--- src/rtl/spi_slave_m.sv ---
// -----------------------------------------------------------------------------
// spi_slave_m
// SPI responder, mode 0 (SCK idle low, MOSI/MISO change on SCK fall, sampled on
// SCK rise), active-low chip select, LSB first. SCK, CS and MOSI are
// asynchronous to CLK; each passes through a SYNC_STAGES-deep synchroniser and
// is edge-detected against one further registered copy.
//
// Ports
//   CLK          system clock, all state on posedge
//   RST          asynchronous reset, active-high
//   CS           SPI chip select, active-low
//   SCK          SPI clock from the master
//   MOSI         master-out data
//   MISO         slave-out data (TX shifter bit 0 while BUSY, else 0)
//   TX_DATA      word to send in the next slot
//   TX_LOAD      write TX_DATA into the single-entry TX buffer
//   TX_READY     TX buffer empty
//   RX_DATA      last complete received word, held until the next completes
//   RX_VALID     1-cycle pulse, RX_DATA updated
//   TX_UNDERRUN  1-cycle pulse, a slot started with the TX buffer empty
//   FRAME_ABORT  1-cycle pulse, CS rose with a partial word
//   BUSY         synchronised CS is low
//
// TX handshake: a word is accepted on any CLK edge where TX_LOAD && TX_READY;
// TX_READY drops on the following cycle. TX_LOAD while TX_READY is low is
// ignored and the buffer keeps its contents. TX_READY rises again when the
// buffer is copied into the TX shifter at a slot start.
// -----------------------------------------------------------------------------
module spi_slave_m #(
  parameter int WIDTH       = 8,
  parameter int SYNC_STAGES = 2
) (
  input  logic             CLK,
  input  logic             RST,
  input  logic             CS,
  input  logic             SCK,
  input  logic             MOSI,
  output logic             MISO,
  input  logic [WIDTH-1:0] TX_DATA,
  input  logic             TX_LOAD,
  output logic             TX_READY,
  output logic [WIDTH-1:0] RX_DATA,
  output logic             RX_VALID,
  output logic             TX_UNDERRUN,
  output logic             FRAME_ABORT,
  output logic             BUSY
);

  localparam int CW = $clog2(WIDTH + 1);
  localparam logic [CW-1:0] CNT_FULL = CW'(WIDTH);
  localparam logic [CW-1:0] CNT_ONE  = CW'(1);

  // Synchronisers. CS resets to its idle (high) level so that reset never
  // looks like a chip-select fall.
  logic [SYNC_STAGES-1:0] sck_sync;
  logic [SYNC_STAGES-1:0] cs_sync;
  logic [SYNC_STAGES-1:0] mosi_sync;
  logic                   sck_d;
  logic                   cs_d;

  always_ff @(posedge CLK or posedge RST) begin
    if (RST) begin
      sck_sync  <= '0;
      cs_sync   <= '1;
      mosi_sync <= '0;
      sck_d     <= 1'b0;
      cs_d      <= 1'b1;
    end else begin
      sck_sync  <= {sck_sync[SYNC_STAGES-2:0], SCK};
      cs_sync   <= {cs_sync[SYNC_STAGES-2:0], CS};
      mosi_sync <= {mosi_sync[SYNC_STAGES-2:0], MOSI};
      sck_d     <= sck_sync[SYNC_STAGES-1];
      cs_d      <= cs_sync[SYNC_STAGES-1];
    end
  end

  logic sck_s;
  logic cs_s;
  logic mosi_s;
  logic busy;
  logic sck_rise;
  logic sck_fall;
  logic cs_fall;
  logic cs_rise;

  assign sck_s    = sck_sync[SYNC_STAGES-1];
  assign cs_s     = cs_sync[SYNC_STAGES-1];
  assign mosi_s   = mosi_sync[SYNC_STAGES-1];
  assign busy     = ~cs_s;
  // SCK edges only count while selected.
  assign sck_rise = busy & sck_s & ~sck_d;
  assign sck_fall = busy & ~sck_s & sck_d;
  assign cs_fall  = ~cs_s & cs_d;
  assign cs_rise  = cs_s & ~cs_d;

  logic [CW-1:0]    bit_cnt;
  logic [WIDTH-1:0] rx_sh;
  logic [WIDTH-1:0] tx_sh;
  logic [WIDTH-1:0] tx_buf;
  logic             tx_ready;
  logic             word_done;  // at least one word completed in this frame
  logic [WIDTH-1:0] rx_data;
  logic             rx_valid;
  logic             tx_underrun;
  logic             frame_abort;
  logic             word_end;
  logic             slot_start;

  // The counter sits at WIDTH for exactly one cycle after the last rise; that
  // cycle publishes the word and returns the counter to zero.
  assign word_end   = (bit_cnt == CNT_FULL);
  // A new slot opens on CS fall, or on the SCK fall that follows a finished
  // word while CS stays low.
  assign slot_start = cs_fall | (sck_fall & (bit_cnt == '0) & word_done);

  always_ff @(posedge CLK or posedge RST) begin
    if (RST) begin
      bit_cnt     <= '0;
      rx_sh       <= '0;
      tx_sh       <= '0;
      tx_buf      <= '0;
      tx_ready    <= 1'b1;
      word_done   <= 1'b0;
      rx_data     <= '0;
      rx_valid    <= 1'b0;
      tx_underrun <= 1'b0;
      frame_abort <= 1'b0;
    end else begin
      rx_valid    <= 1'b0;
      tx_underrun <= 1'b0;
      frame_abort <= 1'b0;

      // TX side. A same-cycle load while empty is not seen by this slot
      // start (tx_ready is still 1 here) and lands in the buffer instead.
      if (slot_start) begin
        if (!tx_ready) begin
          tx_sh    <= tx_buf;
          tx_ready <= 1'b1;
        end else begin
          tx_sh       <= '1;
          tx_underrun <= 1'b1;
        end
      end else if (sck_fall && (bit_cnt != '0)) begin
        tx_sh <= {1'b1, tx_sh[WIDTH-1:1]};
      end

      if (TX_LOAD && tx_ready) begin
        tx_buf   <= TX_DATA;
        tx_ready <= 1'b0;
      end

      // RX side and bit counter.
      if (word_end) begin
        rx_data  <= rx_sh;
        rx_valid <= 1'b1;
        bit_cnt  <= '0;
      end else if (cs_rise) begin
        if (bit_cnt != '0) begin
          frame_abort <= 1'b1;
        end
        bit_cnt <= '0;
      end else if (sck_rise) begin
        rx_sh   <= {mosi_s, rx_sh[WIDTH-1:1]};
        bit_cnt <= bit_cnt + CNT_ONE;
      end

      if (cs_fall || cs_rise) begin
        word_done <= 1'b0;
      end else if (word_end) begin
        word_done <= 1'b1;
      end
    end
  end

  assign MISO        = busy & tx_sh[0];
  assign TX_READY    = tx_ready;
  assign RX_DATA     = rx_data;
  assign RX_VALID    = rx_valid;
  assign TX_UNDERRUN = tx_underrun;
  assign FRAME_ABORT = frame_abort;
  assign BUSY        = busy;

endmodule

--- config.mk ---
export PLATFORM = sky130hd
export DESIGN_NAME = spi_slave_m
export DESIGN_NICKNAME = d
export VERILOG_FILES = /design/src/rtl/spi_slave_m.sv
export SDC_FILE = /design/constraint.sdc
export NUM_CORES = 1
export LEC_CHECK = 0
export ABC_AREA = 1
export CAP_MARGIN = 30
export CORE_MARGIN = 4
export CORE_UTILIZATION = 45
export CTS_CLUSTER_DIAMETER = 150
export DETAILED_ROUTE_END_ITERATION = 8
export PLACE_DENSITY_LB_ADDON = 0.05
export SETUP_SLACK_MARGIN = 0.4
export SLEW_MARGIN = 20
export SYNTH_ARGS = -nofsm -noshare
export SYNTH_HDL_FRONTEND = slang
export SYNTH_SLANG_ARGS = --single-unit
--- constraint.sdc ---
create_clock -name CLK -period 2.3 [get_ports CLK]
set_clock_uncertainty 0.15 [all_clocks]
set_input_delay 0.23 -clock CLK [delete_from_list [all_inputs] [get_ports CLK]]
set_output_delay 0.23 -clock CLK [all_outputs]
set_load 0.05 [all_outputs]
==> impl_metrics.json <==
{
  "clk_pin_slew_worst_paths_ps": 80,
  "final_max_slew_viol_count": 0,
  "p_sw_uw": 558.5,
  "design.core.area_um2": 4504,
  "grt_antenna_before_repair": 0,
  "cts_hold_buf": 0,
  "min_path_type": "in2async",
  "swShare_pct": 27.03,
  "insertion_delay_ps": 290,
  "critPathBufInv": 1,
  "cts_buffer_depth": 2,
  "post-dp-hpwl_um": 2856,
  "vias": 1491,
  "dpl.cell_count": 289,
  "totalWireLength_um": 3879,
  "slew-limit-headroom_pct": 65.89,
  "num_rows": 24,
  "antenna_cells": 0,
  "ir_drop_uv": 402.1,
  "crit_arrival_ps": 1470,
  "status": "finished, final reports clean",
  "timing.setup.tns_ps": 0,
  "rsz0062_at_grt": "true",
  "syn_nets": 230,
  "p_seq_share_pct": 52.4,
  "grt_overflow": 0,
  "internal_power_mw": 1.508,
  "hold_viol": 0,
  "numPortBuffers": 27,
  "cts-root-buf": "clkbuf_8",
  "numCtsBuffers": 5,
  "synthDistinctLibCells": 30,
  "crit_required_ps": 1920,
  "drt_iter0_drc": 104,
  "drive_gt1_share_pct": 19.59,
  "worstMarginPinSlew_ps": 510.8,
  "ys_ff_latch": 49,
  "postCtsSetupBuffers": 0,
  "crit_type": "reg2out",
  "grt_use_met3_pct": 3.747,
  "final_cells": 297,
  "setup_viol": 0,
  "h-tree-depth": 2,
  "cp_cell_sequence": "clkdlybuf4s50_1",
  "grt_max_degree": 23,
  "timing.hold.ws_ps": 114.3,
  "finalCritPeriodShare_pct": 80.26,
  "cpPeakStageDelay_ps": 810,
  "worst_setup_path_start_kind": "register",
  "p_leak_nw": 1.249,
  "cts_tree": "done",
  "ys_seq_area_share_pct": 57.18,
  "syn_avg_cell_area_um2": 10.16,
  "avgRoutedWirePerCell_um": 13.06,
  "cp_top_family": "buffers and inverters",
  "use_met1_pct": 19.17,
  "top_level_ports": 28,
  "area_growth_pct": 20.45,
  "gr-usage-all-layers_pct": 14.02,
  "grt_most_used_layer": "met2",
  "timing.fmax_mhz": 541.7,
  "syn_inst": 212,
  "grt_pass1_vias": 1459,
  "endpoint_kind": "output pin",
  "drc_errors": 0,
  "via_per_inst": 5.020,
  "nets": 262,
  "syn_area_um2": 2153,
  "worst-path-max-fanout": 2,
  "grt_first_pass_wirelength_um": 6748,
  "power_frac_comb_pct": 17.9,
  "fp.dieH_um": 77.18,
  "critPathSlowestCell": "clkdlybuf4s50_1",
  "met2_usage_pct": 21.76,
  "cap_violations": 0,
  "fp.dieArea_um2": 5956,
  "fin_crit_ps": 1846,
  "powerDensity_nw_per_um2": 796.6,
  "final_antenna_net_count": 0,
  "ys_warn_count": 0,
  "pwr-share-clk_pct": 29.8,
  "initial_core_util_pct": 47.81,
  "gp_congestion": 0.7326,
  "die_w_um": 77.18,
  "clock-sinks": 49,
  "firstDrtPassIters": 4
}
==> synthesized netlist by cell type <==
library cell,n,area [um2]
nand2_1,47,176.4
nand2_2,3,18.77
dfstp_2,4,105.1
buf_2,1,5.000
o21ai_0,2,10.01
a21boi_1,1,7.510
a21oi_2,1,8.760
buf_6,1,11.26
inv_1,17,63.81
nand3_1,18,90.09
clkbuf_1,2,7.510
buf_8,1,15.01
nand3_4,1,17.52
nand4_1,8,50.05
o21ai_1,7,35.03
ha_1,4,50.05
mux2_2,8,90.09
clkinv_1,1,3.750
nand2_4,2,22.52
nor2_1,16,60.06
a21oi_1,2,10.01
o21ai_2,9,78.83
nor2_2,1,6.260
inv_2,4,15.01
dfrtp_1,45,1126
nor2_8,1,20.02
xor2_1,1,8.760
o21a_1,1,7.510
nor2_4,2,22.52
nand3_2,1,10.01
==> per-layer routing <==
| layer | share of wire (%) | wire, um |
|---|---|---|
| met5 | 0 | 0 |
| met4 | 0.57 | 22 |
| met3 | 3.8 | 146 |
| met2 | 47 | 1817 |
| met1 | 49 | 1893 |
==> repair_timing <==
item	in CTS	in global routing
pin swaps	0	0
endpoints found under the setup margin	3	4
gates resized for setup	3	5
==> cell type report <==
class | instances | area, um2
fillers | 380 | 1911
flip-flops and latches | 49 | 1231
multi-input cells | 136 | 800.8
clock buffers | 7 | 86.33
well taps | 52 | 65.06
repair buffers | 30 | 295.3
clock inverters | 1 | 30.03
inverters | 22 | 85.08
==> stage by stage <==
stage | worst slack (ps) | power (mW) | instance area [um2] | utilization, %
after floorplan | 506.0 | 1.361 | 2153 | -
after global placement | 481.0 | 1.457 | 2472 | 54.89
after detailed placement | 468.4 | 1.478 | 2472 | 54.89
after CTS | 418.7 | 2.095 | 2585 | 57.39
after global routing | 399.9 | 2.192 | 2594 | 57.58
final | 453.9 | 2.066 | 2594 | 57.58
==> power by group through the flow <==
stage	combinational, mW	clock, mW	sequential [mW]
2_1_floorplan	0.272	0	1.09
3_3_place_gp	0.369	0	1.09
3_5_place_dp	0.380	0	1.10
4_1_cts	0.376	0.639	1.08
5_1_grt	0.417	0.677	1.10
6_report	0.369	0.615	1.08
==> cells in the final DEF (no fill, tap or decap), drive strengths merged <==
master and n:
clkbuf 7, ha 4, dlygate4sd2 2, nand3 20, buf 3, mux2 8, o21ai 18, a21boi 1
clkinv 1, nand2 52, dfrtp 45, dlymetal6s2s 2, nor2 20, nand4 8, a21oi 3, clkdlybuf4s50 22
inv 21, xor2 1, bufinv 1, clkdlybuf4s15 1, dfstp 4, o21a 1
==> registers in the layout, summed over array words and instances (netlist names) <==
register / flops
TX_UNDERRUN: 1
RX_DATA: 8
FRAME_ABORT: 1
mosi_sync: 2
tx_buf: 8
bit_cnt: 4
cs_sync: 2
sck_d: 1
TX_READY: 1
cs_d: 1
sck_sync: 2
RX_VALID: 1
tx_sh: 8
rx_sh: 8
word_done: 1
==> path summary, 6_finish.rpt <==
kind                            slack (ps)  startpoint         end  cells past startpoint
worst max-delay path                   450  RX_DATA[5]  RX_DATA[5]                      1
worst min-delay path                   110         RST   tx_buf[7]                      2
worst max register to register         580  bit_cnt[0]    rx_sh[7]                      8
worst min register to register         200  cs_sync[0]  cs_sync[1]                      0
max in group asynchronous             1250         RST  cs_sync[0]                      3
min in group CLK                       200  cs_sync[0]  cs_sync[1]                      0
==> logic make-up after synthesis <==
kind of cell    after synthesis  share of synthesized area, %
buf+inv                      27                         5.635
flops                        49                         57.18
simple gates                100                         22.95
xor+xnor                      1                        0.4068
mux                           8                         4.184
compound gates               23                         7.322
fa+ha+maj                     4                         2.324
(Power assumes the default switching activity.)
